[config.mk]
export PLATFORM = sky130hd
export DESIGN_NAME = mnist_classifier_core
export DESIGN_NICKNAME = d
export VERILOG_FILES = /design/src/rtl/mnist_pkg.sv /design/src/rtl/mnist_mac_lane.sv /design/src/rtl/mnist_classifier_core.sv
export SDC_FILE = /design/constraint.sdc
export NUM_CORES = 2
export LEC_CHECK = 0
export ABC_AREA = 1
export CAP_MARGIN = 20
export CORE_ASPECT_RATIO = 0.75
export CORE_MARGIN = 3
export CORE_UTILIZATION = 25
export DETAILED_ROUTE_END_ITERATION = 10
export HOLD_SLACK_MARGIN = 0.12
export SLEW_MARGIN = 20
export SYNTH_ARGS = -nofsm -noshare
export SYNTH_HDL_FRONTEND = slang
export SYNTH_HIERARCHICAL = 1
export SYNTH_SLANG_ARGS = --single-unit
[constraint.sdc]
create_clock -name clk -period 4.2 [get_ports clk]
set_input_delay 0.63 -clock clk [delete_from_list [all_inputs] [get_ports clk]]
set_output_delay 0.63 -clock clk [all_outputs]
set_load 0.01 [all_outputs]
[src/rtl/mnist_pkg.sv]
// Shared constants, FSM state type and weight-bus helper for the MNIST classifier core.
package mnist_pkg;
  localparam int N_CLASSES = 10;
  localparam int N_PIXELS  = 784;
  localparam int PIX_W     = 8;
  localparam int W_W       = 8;
  localparam int B_W       = 16;
  localparam int ACC_W     = 32;
  localparam int PROD_W    = PIX_W + W_W + 1;
  localparam int BL_W      = 12;
  localparam int IDX_W     = 4;
  localparam int CNT_W     = 10;

  typedef enum logic [1:0] {
    S_IDLE,
    S_ACCUM,
    S_ARGMAX,
    S_DONE
  } state_t;

  function automatic logic signed [W_W-1:0] weight_slice(
    input logic [N_CLASSES*W_W-1:0] w,
    input int unsigned              k
  );
    return w[k*W_W +: W_W];
  endfunction
endpackage

[src/rtl/mnist_mac_lane.sv]
// One class accumulator: bias load, pixel*weight accumulate, synchronous clear.
module mnist_mac_lane
  import mnist_pkg::*;
(
  input  logic                    clk,
  input  logic                    rst,
  input  logic                    i_load,
  input  logic signed [B_W-1:0]   i_bias,
  input  logic                    i_acc_en,
  input  logic        [PIX_W-1:0] i_pix,
  input  logic signed [W_W-1:0]   i_wt,
  input  logic                    i_clr,
  output logic signed [ACC_W-1:0] o_acc
);
  logic signed [ACC_W-1:0]  r_acc;
  logic signed [PROD_W-1:0] w_pix_ext;
  logic signed [PROD_W-1:0] w_wt_ext;
  logic signed [PROD_W-1:0] w_prod;
  logic signed [ACC_W-1:0]  w_base;
  logic signed [ACC_W-1:0]  w_next;

  // Pixel is unsigned, so it gets a zero sign bit before the signed multiply.
  assign w_pix_ext = {{(PROD_W-PIX_W){1'b0}}, i_pix};
  assign w_wt_ext  = {{(PROD_W-W_W){i_wt[W_W-1]}}, i_wt};
  assign w_prod    = w_pix_ext * w_wt_ext;

  // A bias load in the same cycle as the first pixel seeds the sum before the add.
  assign w_base = i_load ? {{(ACC_W-B_W){i_bias[B_W-1]}}, i_bias} : r_acc;
  assign w_next = i_acc_en ? w_base + {{(ACC_W-PROD_W){w_prod[PROD_W-1]}}, w_prod} : w_base;

  always_ff @(posedge clk or posedge rst) begin
    if (rst) begin
      r_acc <= '0;
    end else if (i_clr) begin
      r_acc <= '0;
    end else if (i_load || i_acc_en) begin
      r_acc <= w_next;
    end
  end

  assign o_acc = r_acc;
endmodule

[src/rtl/mnist_classifier_core.sv]
// MNIST scoring core: per-class MAC over a pixel stream, then a serial argmax (one class/cycle).
module mnist_classifier_core
  import mnist_pkg::*;
(
  input  logic                       clk,
  input  logic                       rst,
  input  logic [BL_W-1:0]            bias_load,
  input  logic [B_W-1:0]             bias_data,
  input  logic                       valid_pixel,
  input  logic [PIX_W-1:0]           pixel_data,
  input  logic [N_CLASSES*W_W-1:0]   weight_data,
  output logic                       busy,
  output logic                       result_valid,
  output logic [IDX_W-1:0]           result_digit,
  output logic [ACC_W-1:0]           result_score,
  output logic                       protocol_err
);
  state_t                  r_state, w_state_nxt;
  logic [CNT_W-1:0]        r_pix_cnt;
  logic [IDX_W-1:0]        r_idx, r_best_idx, w_win_idx;
  logic signed [ACC_W-1:0] r_best, w_cur, w_win;
  logic signed [ACC_W-1:0] w_acc [N_CLASSES];
  logic [N_CLASSES-1:0]    w_load;
  logic                    w_acc_en, w_clr, w_err_set, w_last_idx, w_strobe;
  logic                    r_result_valid, r_perr;
  logic [IDX_W-1:0]        r_result_digit;
  logic [ACC_W-1:0]        r_result_score;
  logic                    w_unused_bl;

  assign w_unused_bl = ^bias_load[BL_W-1:N_CLASSES];
  assign w_strobe    = |bias_load[N_CLASSES-1:0];
  assign w_last_idx  = (r_idx == IDX_W'(N_CLASSES-1));

  for (genvar g = 0; g < N_CLASSES; g++) begin : g_lane
    mnist_mac_lane u_lane (
      .clk      (clk),
      .rst      (rst),
      .i_load   (w_load[g]),
      .i_bias   ($signed(bias_data)),
      .i_acc_en (w_acc_en),
      .i_pix    (pixel_data),
      .i_wt     (weight_slice(weight_data, g)),
      .i_clr    (w_clr),
      .o_acc    (w_acc[g])
    );
  end

  always_ff @(posedge clk or posedge rst) begin
    if (rst) r_state <= S_IDLE;
    else     r_state <= w_state_nxt;
  end

  always_comb begin
    w_state_nxt = r_state;
    w_load      = '0;
    w_acc_en    = 1'b0;
    w_clr       = 1'b0;
    w_err_set   = 1'b0;
    case (r_state)
      S_IDLE: begin
        w_load   = bias_load[N_CLASSES-1:0];
        w_acc_en = valid_pixel;
        if (valid_pixel) w_state_nxt = S_ACCUM;
      end
      S_ACCUM: begin
        w_acc_en  = valid_pixel;
        w_err_set = w_strobe;
        if (valid_pixel && r_pix_cnt == CNT_W'(N_PIXELS-1)) w_state_nxt = S_ARGMAX;
      end
      S_ARGMAX: begin
        w_err_set = valid_pixel || w_strobe;
        if (w_last_idx) w_state_nxt = S_DONE;
      end
      S_DONE: begin
        w_err_set   = valid_pixel || w_strobe;
        w_clr       = 1'b1;
        w_state_nxt = S_IDLE;
      end
      default: w_state_nxt = S_IDLE;
    endcase
  end

  always_comb begin
    w_cur = '0;
    for (int k = 0; k < N_CLASSES; k++) begin
      if (r_idx == IDX_W'(k)) w_cur = w_acc[k];
    end
  end

  // Index 0 seeds the running best; strict compare keeps the lowest index on ties.
  always_comb begin
    if (r_idx == '0 || w_cur > r_best) begin
      w_win     = w_cur;
      w_win_idx = r_idx;
    end else begin
      w_win     = r_best;
      w_win_idx = r_best_idx;
    end
  end

  always_ff @(posedge clk or posedge rst) begin
    if (rst) begin
      r_pix_cnt      <= '0;
      r_idx          <= '0;
      r_best         <= '0;
      r_best_idx     <= '0;
      r_result_valid <= 1'b0;
      r_result_digit <= '0;
      r_result_score <= '0;
      r_perr         <= 1'b0;
    end else begin
      if (w_clr)         r_pix_cnt <= '0;
      else if (w_acc_en) r_pix_cnt <= r_pix_cnt + 1'b1;
      r_idx <= (r_state == S_ARGMAX) ? r_idx + 1'b1 : '0;
      if (r_state == S_ARGMAX) begin
        r_best     <= w_win;
        r_best_idx <= w_win_idx;
      end
      r_result_valid <= (r_state == S_ARGMAX) && w_last_idx;
      if ((r_state == S_ARGMAX) && w_last_idx) begin
        r_result_digit <= w_win_idx;
        r_result_score <= w_win;
      end
      r_perr <= r_perr | w_err_set;
    end
  end

  assign busy         = (r_state == S_ACCUM) || (r_state == S_ARGMAX);
  assign result_valid = r_result_valid;
  assign result_digit = r_result_digit;
  assign result_score = r_result_score;
  assign protocol_err = r_perr;
endmodule

==> flow_summary.toml <==
[cells_and_area]
drive_gt1_share_pct = 34.0
finalNetCount = 13399
area_delta_synth_final_pct = 45.4

[synth]
synth_top_area_cell = "nand2_1"
synthCells = 10393
ys.flop_type = "dfrtp_1"
yosys-top-cells-area = "nand2_1 16%, dfrtp_1 15%, ha_1 14%, fa_1 11%, inv_1 10%"
seq_area_frac_synth_pct = 15.0
synth.avg_cell_area_um2 = 6.58
syn_nets = 11633
netlist.area_leader.share_pct = 15.9
synth-edff-count = 0
ys_types = 63
syn_area_um2 = 68400
ys_ff_latch = 410
synth_common_cells = "2893 x nand2_1, 1885 x inv_1, 751 x nor2_1"
async_reset_ff_share_pct = 100
yosysMostFrequentCell = "nand2_1"
yosys_warnings = 6

[sta]
rsz0062_at_grt = "true"
slew_violations = 0
finalSetupViolCount = 333
min_period_ns = 5.73
post-route-period-util_pct = 136
worst_pin_slew_ns = 0.802
fin_skew_ns = 0.0794
hold_ws_ns = 0.459
fmax_mhz = 175
fin_setup_tns_ns = -310.06
setup_ws_ns = -1.53
maxSlewHeadroom_pct = 46.5
hold_viol = 0

[clock_tree]
cts_buffers = 52
clockRootBuffer = "clkbuf_16"
cts_tree = "done"
htreeDepth = 2
path_clk_slew_ns = 0.06
worstSkewPairLatency_ns = 0.69
hold_buffers = 0
clock_sinks = 410
cts.path.max_buffers = 3

[worst_setup_path]
crit_top_cell = "fa_1"
crit_fanout = 5
critical_path.max_stage_delay_ns = 0.53
cp.required_ns = 4.80
cp.arrival_ns = 6.33
cp_slowest_cell = "fa_1"
crit_buf_inv = 10
endpoint_kind = "flop"
crit_family = "adder cells"
critPathKind = "in2reg"
start_kind = "input pin"

[place]
post-dp-hpwl_mm = 212
gp_congestion = 0.970
port_buffers = 155

[power]
vdd_drop_max_mv = 0.686
power_density_nw_per_um2 = 882
p_leak_uw = 0.0530

[run]
cap_violations = 0

[global_routing]
grt_usage_pct = 18.4
grt_overflow = 0
grt_max_degree = 74
grt_pass1_vias = 67964
grt_pass1_wl_mm = 403
antenna_found_initial = 35

[die]
die_height_um = 459
fp-row-count = 165
die_area_um2 = 280000
initial_core_util_pct = 25.2
die_w_um = 610
ios = 158
core-area_um2 = 271000

[run_status]
outcome = "finished with violations"
violations = "negative setup slack"

[min_path]
hp-class = "reg2reg"

[route]
wl_per_cell_um = 17.4
drt-total-wl_mm = 275
first_iter_violations = 6269
routed-via-count = 73033
drc_errors = 0
avgViaCountPerCell = 4.62
ant_nets = 0
dr.pass1.iters = 9
==> layout make-up <==
type                            instances  area (um^2)
Tap cell                             3590         4490
Inverter                             1948         7370
Clock buffer                           69         1490
Sequential cell                       410        10300
Fill cell                           28038       171000
Multi-Input combinational cell       7661        57300
Antenna cell                           25         62.6
Timing Repair Buffer                 2086        18100
Clock inverter                         28          378
==> metrics by stage <==
stage	std cells	utilization, %	power (uW)	instance area [um^2]	worst slack (ns)
after global placement	15409	32.9	69300	89100	-2.38
after CTS	15647	34.6	77900	93800	-1.42
after detailed placement	15409	32.9	69600	89100	-2.39
after floorplan	10393	-	44200	72300	-1.47
final	15817	36.7	87600	99400	-1.53
after global routing	15794	36.7	94500	99400	-1.75
==> worst reg2reg max path, delay by kind of cell (launching register included) <==
family                   cells  cell delay [ns]
flip-flops                   1             0.37
buffers and inverters        5             0.69
AND/OR/NAND/NOR             19             2.43
adder cells (fa/ha/maj)      2             0.47
AO/OA/AOI/OAI                3             0.52
==> report_power, final <==
group	internal, uW	switching (uW)
Sequential	5210	1010
Combinational	34600	41900
Clock	2880	2060
==> sequential cells by signal, indices dropped and copies added (netlist names) <==
| name | flops |
|---|---|
| r_best_idx | 4 |
| r_pix_cnt | 10 |
| protocol_err | 1 |
| r_best | 32 |
| result_valid | 1 |
| g_lane.u_lane/o_acc | 320 |
| r_idx | 4 |
| r_state | 2 |
| result_digit | 4 |
| result_score | 32 |
==> per-layer routing <==
| layer | GRT usage [%] | routed length, um | vias to the layer above |
|---|---|---|---|
| li1 | - | - | 36208 |
| met1 | 26.7 | 127000 | 33999 |
| met2 | 27.2 | 115000 | 2442 |
| met3 | 3.65 | 22500 | 368 |
| met4 | 5.33 | 9280 | 16 |
| met5 | 0 | 97 | - |
==> cells by family after synthesis <==
kind of cell | Yosys count | synth area share (%)
simple gates | 5047 | 33.6
buf+inv | 2326 | 13.1
compound gates | 1280 | 10.6
xor+xnor | 209 | 3.04
flops | 410 | 15.0
fa+ha+maj | 1121 | 24.7
==> what timing repair did <==
| item | 4_1_cts | 5_1_grt |
|---|---|---|
| hold endpoints to repair | 0 | 0 |
| cloned | 6 | 9 |
| pin swaps | 387 | 742 |
| setup endpoints to repair | 334 | 336 |
| setup buffers | 143 | 153 |
| resized for setup | 529 | 1091 |
==> placed cells by master (no fill, tap or decap), drive strengths merged, types with 25 or more instances in the layout <==
cell type	netlist	final
nand2	3075	3079
inv	1937	1939
buf	131	1933
nor2	835	835
ha	741	741
nand3	687	687
a21oi	617	617
o21ai	454	454
dfrtp	410	410
fa	380	380
or2	168	168
nand4	150	150
xor2	145	145
nor3	90	90
clkbuf	247	86
clkdlybuf4s50	0	68
dlygate4sd2	0	59
xnor2	54	54
a311oi	50	50
a211oi	29	29
o22ai	29	29
nand3b	26	26
diode	0	25
clkinv	11	25
==> path summary, 6_finish.rpt <==
| check | start | end | slack [ns] | cells past startpoint |
|---|---|---|---|---|
| min reg2reg | r_pix_cnt[9] | r_pix_cnt[9] | 0.46 | 1 |
| min in group asynchronous | rst | r_best[17] | 0.67 | 2 |
| max in group asynchronous | rst | r_pix_cnt[5] | 2.67 | 3 |
| min | r_pix_cnt[9] | r_pix_cnt[9] | 0.46 | 1 |
| max reg2reg | r_idx[1] | result_score[14] | -0.34 | 29 |
| max | pixel_data[5] | g_lane[4].u_lane/o_acc[20] | -1.53 | 33 |
Power figures use the tool's default switching activity.
